`src/rtl/router_pkg.sv`:
```
// Shared constants and types for the 8x8 serial router output-side logic.
// Frame on the wire: destination address, one pad bit, then the payload.
package router_pkg;
  localparam int NUM_PORTS    = 8;
  localparam int ADDR_BITS    = 3;
  localparam int PAD_BITS     = 1;
  localparam int PAYLOAD_BITS = 32;
  localparam int PACKET_BITS  = ADDR_BITS + PAD_BITS + PAYLOAD_BITS;
  localparam int MAX_HOLD     = 64;

  typedef logic [$clog2(NUM_PORTS)-1:0] port_idx_t;

  typedef enum logic {
    IDLE = 1'b0,
    BUSY = 1'b1
  } arb_state_t;
endpackage

```
`src/rtl/rr_priority_pick.sv`:
```
// Round-robin pick: first set request at or after ptr, wrapping; purely combinational.
// No latency, no backpressure; found=0 when no request is pending.
module rr_priority_pick #(
  parameter int  NUM_PORTS = 8,
  localparam int IDX_W     = $clog2(NUM_PORTS)
) (
  input  logic [NUM_PORTS-1:0] req,
  input  logic [IDX_W-1:0]     ptr,
  output logic                 found,
  output logic [IDX_W-1:0]     idx
);

  localparam logic [IDX_W:0] PORTS_W = (IDX_W+1)'(NUM_PORTS);

  logic [NUM_PORTS-1:0] rot;
  logic [IDX_W-1:0]     rot_idx;
  logic [IDX_W:0]       sum;
  logic [IDX_W:0]       abs_sum;

  // Rotate so ptr lands at bit 0, then the lowest set bit is the winner.
  always_comb begin
    rot = '0;
    sum = '0;
    for (int i = 0; i < NUM_PORTS; i++) begin
      sum = {1'b0, IDX_W'(i)} + {1'b0, ptr};
      if (sum >= PORTS_W) begin
        sum = sum - PORTS_W;
      end
      rot[i] = req[sum[IDX_W-1:0]];
    end
  end

  always_comb begin
    rot_idx = '0;
    for (int i = NUM_PORTS - 1; i >= 0; i--) begin
      if (rot[i]) begin
        rot_idx = IDX_W'(i);
      end
    end
  end

  always_comb begin
    found   = |rot;
    abs_sum = {1'b0, rot_idx} + {1'b0, ptr};
    if (abs_sum >= PORTS_W) begin
      abs_sum = abs_sum - PORTS_W;
    end
    idx = abs_sum[IDX_W-1:0];
  end

endmodule

```
`src/rtl/router_out_arbiter.sv`:
```
// Per-output-port round-robin arbiter: grant held until eop, abort, or watchdog expiry.
// Grant registered one cycle after request; one idle cycle after every release.
module router_out_arbiter
  import router_pkg::*;
#(
  parameter int  NUM_PORTS = router_pkg::NUM_PORTS,
  parameter int  MAX_HOLD  = router_pkg::MAX_HOLD,
  localparam int IDX_W     = $clog2(NUM_PORTS),
  localparam int HOLD_W    = $clog2(MAX_HOLD)
) (
  input  logic                 clock,
  input  logic                 reset_n,
  input  logic [NUM_PORTS-1:0] req,
  input  logic [NUM_PORTS-1:0] eop,
  output logic [NUM_PORTS-1:0] grant,
  output logic                 grant_valid,
  output logic [IDX_W-1:0]     grant_idx,
  output logic                 timeout
);

  localparam logic [HOLD_W-1:0] HOLD_LAST = HOLD_W'(MAX_HOLD - 1);
  localparam logic [IDX_W-1:0]  LAST_PORT = IDX_W'(NUM_PORTS - 1);

  arb_state_t           state_q;
  arb_state_t           state_d;
  logic [IDX_W-1:0]     ptr_q;
  logic [IDX_W-1:0]     ptr_d;
  logic [HOLD_W-1:0]    hold_cnt_q;
  logic [HOLD_W-1:0]    hold_cnt_d;
  logic [NUM_PORTS-1:0] grant_d;
  logic [IDX_W-1:0]     grant_idx_d;
  logic                 timeout_d;

  logic                 pick_found;
  logic [IDX_W-1:0]     pick_idx;
  logic                 owner_eop;
  logic                 owner_req;
  logic                 watchdog;

  rr_priority_pick #(
    .NUM_PORTS (NUM_PORTS)
  ) u_pick (
    .req   (req),
    .ptr   (ptr_q),
    .found (pick_found),
    .idx   (pick_idx)
  );

  // The registered one-hot grant masks out every non-owner eop/req.
  assign owner_eop = |(eop & grant);
  assign owner_req = |(req & grant);
  assign watchdog  = (hold_cnt_q == HOLD_LAST);

  always_comb begin
    state_d     = state_q;
    ptr_d       = ptr_q;
    hold_cnt_d  = hold_cnt_q;
    grant_d     = grant;
    grant_idx_d = grant_idx;
    timeout_d   = 1'b0;

    case (state_q)
      IDLE: begin
        if (pick_found) begin
          for (int i = 0; i < NUM_PORTS; i++) begin
            grant_d[i] = (IDX_W'(i) == pick_idx);
          end
          grant_idx_d = pick_idx;
          hold_cnt_d  = '0;
          state_d     = BUSY;
        end
      end

      BUSY: begin
        if (!watchdog) begin
          hold_cnt_d = hold_cnt_q + 1'b1;
        end
        if (owner_eop || !owner_req || watchdog) begin
          grant_d     = '0;
          grant_idx_d = '0;
          ptr_d       = (grant_idx == LAST_PORT) ? '0 : grant_idx + 1'b1;
          state_d     = IDLE;
          // A normal end of frame or abort wins over an expiring watchdog.
          timeout_d   = owner_req && !owner_eop;
        end
      end

      default: begin
        state_d     = IDLE;
        grant_d     = '0;
        grant_idx_d = '0;
      end
    endcase
  end

  always_ff @(posedge clock or negedge reset_n) begin
    if (!reset_n) begin
      state_q     <= IDLE;
      ptr_q       <= '0;
      hold_cnt_q  <= '0;
      grant       <= '0;
      grant_valid <= 1'b0;
      grant_idx   <= '0;
      timeout     <= 1'b0;
    end else begin
      state_q     <= state_d;
      ptr_q       <= ptr_d;
      hold_cnt_q  <= hold_cnt_d;
      grant       <= grant_d;
      grant_valid <= |grant_d;
      grant_idx   <= grant_idx_d;
      timeout     <= timeout_d;
    end
  end

endmodule
```
`config.mk`:
```
export PLATFORM = sky130hd
export DESIGN_NAME = router_out_arbiter
export DESIGN_NICKNAME = d
export VERILOG_FILES = /design/src/rtl/router_pkg.sv /design/src/rtl/rr_priority_pick.sv /design/src/rtl/router_out_arbiter.sv
export SDC_FILE = /design/constraint.sdc
export NUM_CORES = 1
export LEC_CHECK = 0
export CAP_MARGIN = 20
export CORE_AREA = 2 2 58 66
export DETAILED_ROUTE_END_ITERATION = 10
export DIE_AREA = 0 0 60 68
export GPL_TIMING_DRIVEN = 0
export PLACE_DENSITY_LB_ADDON = 0.1
export SETUP_SLACK_MARGIN = 0.02
export SYNTH_ARGS = -nofsm -noshare
export SYNTH_HDL_FRONTEND = slang
export SYNTH_SLANG_ARGS = --single-unit
```
`constraint.sdc`:
```
create_clock -name clock -period 4.5 [get_ports clock]
set_input_delay 1.125 -clock clock [delete_from_list [all_inputs] [get_ports clock]]
set_output_delay 1.125 -clock clock [all_outputs]
set_load 0.05 [all_outputs]
```
==> metrics.txt <==
WL per Instance=16.3 um; Pwr Total=1.72 mW; CP startpoint=req[2]; CP max FO=8; core area=3480 um^2; Ant. Diodes=0; Fin Setup TNS=0 ps; Yosys warnings=0; die height=68 um; Congestion Overflow GR=0; P_sw=852 uW; Setup crit start kind=input pin; Setup Crit Path Kind=input pin to flop; Final Slew Violations=0; top cells by area, synth=dfrtp_1, mux4_2, ha_1, inv_1, a22oi_1; Slowest Stage Delay on Critical Path=600 ps; Final min period=4220 ps; clock sink total=23; EDFF count, synth=0; routed wl met3=129 um; Ports=31; CTS tree=built; FF-to-FF Start=ptr_q[1]$_DFFE_PN0P_; vias in the first global route=1604; drt drc=0; Switching Fraction=49.6%; met1 WL=1.68 mm; Reg2Reg Depth=14; Max H-tree Level=1; Top delay family on crit path=multiplexers; worst hold path startpoint=hold_cnt_q[0]$_DFFE_PN0P_; Clock Latency Late Sink=260 ps; placed instance area=2120 um^2; drt pass-1 iters=4; Setup Viol. Count Final=0; fillers=305; required time of the critical path=4620 ps; Post-synth top flop=dfrtp_1; Tot GR Track Use=23.1%; Max Clock Skew=1.81 ps; FP Rows=23; Leak=0.876 nW; CP Capture Type=flop; CTS max path bufs=2; Worst-Margin Slew=692 ps; CP arrival=4340 ps; crit path cell chain=clkdlybuf4s50_1 > mux4_2 > nor2_1 > mux4_2 > o21bai_1 > o211ai_1 > nand2_1 > ha_1 > inv_1 > fa_1 > xor2_1 > mux2i_2 > o32ai_2; Synth area leader=dfrtp_1; register share of total power=18.6%; most frequent CP cell=mux4_2; nets=233; via count=1494; DR WL met2=2.32 mm; clock power share=7.4%; DRT Wirelength=4.19 mm; Hold Path Class=flop to flop; relative slew slack=53.4%; count leader, synth=dfrtp_1; crit share post-route=93.8%; post-synthesis register bit count=23; total CTS buffers=3; Pwr per Cell Area=784 nW/um^2; Starting Density=50.4%; synth unique cells=42; Worst Hold End=hold_cnt_q[0]$_DFFE_PN0P_; share of the synthesized area in the top cell type=32.8%; Die W=60 um; reg2reg setup slack=580 ps; Reg2Reg Capture Point=grant[5]$_DFF_PN0_; Clk pin slew, worst setup/hold paths=80 ps; status=completed; Hold Path Cell Cnt=1; Syn Std Cell Area=1750 um^2; hold-fix buffers at CTS=0; hold slack final=545 ps; PortBufs=30; global-route wire length before repair=7.13 mm; Hold Violations, Final=0; clk root buf=clkbuf_8; antenna-violating nets left=0; DR vias/cell=5.81; asr flop ratio synth=100%; cell area after layout=2190 um^2; combinational power share=74.0%; maxcap violations=0; syn nets=197; dpl hpwl=3.34 mm; cts repair resizes=0; Max Clock Freq=237 MHz; synthesis-to-layout area growth=24.9%; DIE AREA=4080 um^2; unrepaired setup endpoints after global routing=no; worst vdd ir=390 uV; initial antenna violation count=0; Commonest cells post-synth=dfrtp_1, inv_1, nor2_1, mux4_2, nand2_1; Synth Area per Inst=10.2 um^2; share of layout cells above drive strength 1=14.0%; pin count of the biggest net entering global routing=24; register area share after synthesis=32.8%; DR top layer=met4; slowest library cell on the worst path=mux4_2; final std cells w/o fill=257; CP bufs+invs=2; drt initial violations=72; Synth Instances=172; Setup Fix Bufs, Post-CTS=0; Placer Congestion=0.897; Int Power=865 uW; Inst Count DP=252
[logic make-up (layout without fill, tap and decap cells)]
family	count (synthesis)	in the layout	synth area share, %
mux	19	19	19.8
compound gates	33	33	14.2
simple gates	62	62	19.2
flops	23	23	32.8
xor+xnor	7	7	3.50
fa+ha+maj	7	7	5.42
buf+inv	21	56	5.14
[worst max path at each step]
| stage | cells past startpoint | end | slack (ps) |
|---|---|---|---|
| final | 13 | grant[5]$_DFF_PN0_ | 280 |
| after global placement | 12 | grant[6]$_DFF_PN0_ | 70 |
| after floorplan | 11 | grant[6]$_DFF_PN0_ | 820 |
| after detailed placement | 12 | grant[5]$_DFF_PN0_ | -20 |
| after CTS | 12 | grant[5]$_DFF_PN0_ | 260 |
| after global routing | 14 | grant[2]$_DFF_PN0_ | 50 |
[cell type report]
class                           instances  area, um^2  area share, %
Multi-Input combinational cell        128        1090           49.7
Buffer                                  4        26.3           1.20
Tap cell                               50        62.6           2.86
Inverter                               17        63.8           2.91
Sequential cell                        23         576           26.3
Clock buffer                            3        41.3           1.88
Clock inverter                          1        5.00          0.228
Timing Repair Buffer                   31         328           15.0
[routing by layer]
metal	vias up	track usage (%)
met1	733	26.9
met5	-	0
met4	0	8.61
li1	718	-
met2	35	42.7
met3	8	3.02
[metrics by stage]
step	setup WS, ps	utilization, %
final	280	62.9
after global routing	46.2	62.9
after CTS	262	62.1
after detailed placement	-15.9	60.8
after global placement	67.7	60.8
after floorplan	817	-
[sequential cells by signal, indices dropped and copies added, names as in the netlist]
signal       flops
grant            8
hold_cnt_q       6
grant_idx        3
ptr_q            3
grant_valid      1
state_q          1
timeout          1
[layout by cell type, fill, tap and decap left out, types with 4 or more instances in the layout]
| master | synthesis | routed |
|---|---|---|
| clkdlybuf4s50_1 | 0 | 30 |
| mux2i_1 | 4 | 4 |
| xor2_1 | 5 | 5 |
| nor2_1 | 14 | 14 |
| nor3_1 | 7 | 7 |
| nand3_1 | 4 | 4 |
| a22oi_1 | 7 | 7 |
| o22ai_1 | 6 | 6 |
| mux4_2 | 12 | 12 |
| nor2b_1 | 5 | 5 |
| nand2b_1 | 4 | 4 |
| inv_1 | 17 | 17 |
| ha_1 | 6 | 6 |
| dfrtp_1 | 23 | 23 |
| nand2_1 | 11 | 11 |
| nor4_1 | 5 | 5 |
[power by group through the flow]
stage / logic (mW) / clock network (mW) / registers (mW)
global route: 1.40 / 0.136 / 0.327
CTS: 1.27 / 0.128 / 0.319
floorplan: 0.907 / 0 / 0.394
global placement: 1.22 / 0 / 0.322
detailed placement: 1.27 / 0 / 0.324
finish: 1.27 / 0.126 / 0.320
[worst reg2reg max path: stages, from the launching register on]
cell	delay (ps)
dfrtp_1	360
buf_4	170
inv_1	120
ha_1	390
mux4_2	590
nor2b_1	170
mux4_2	450
a21oi_1	150
nand2_1	80
ha_1	180
inv_1	60
fa_1	170
xor2_1	290
mux2i_2	420
o32ai_2	160
No activity file was read; power rests on OpenSTA's default activity.
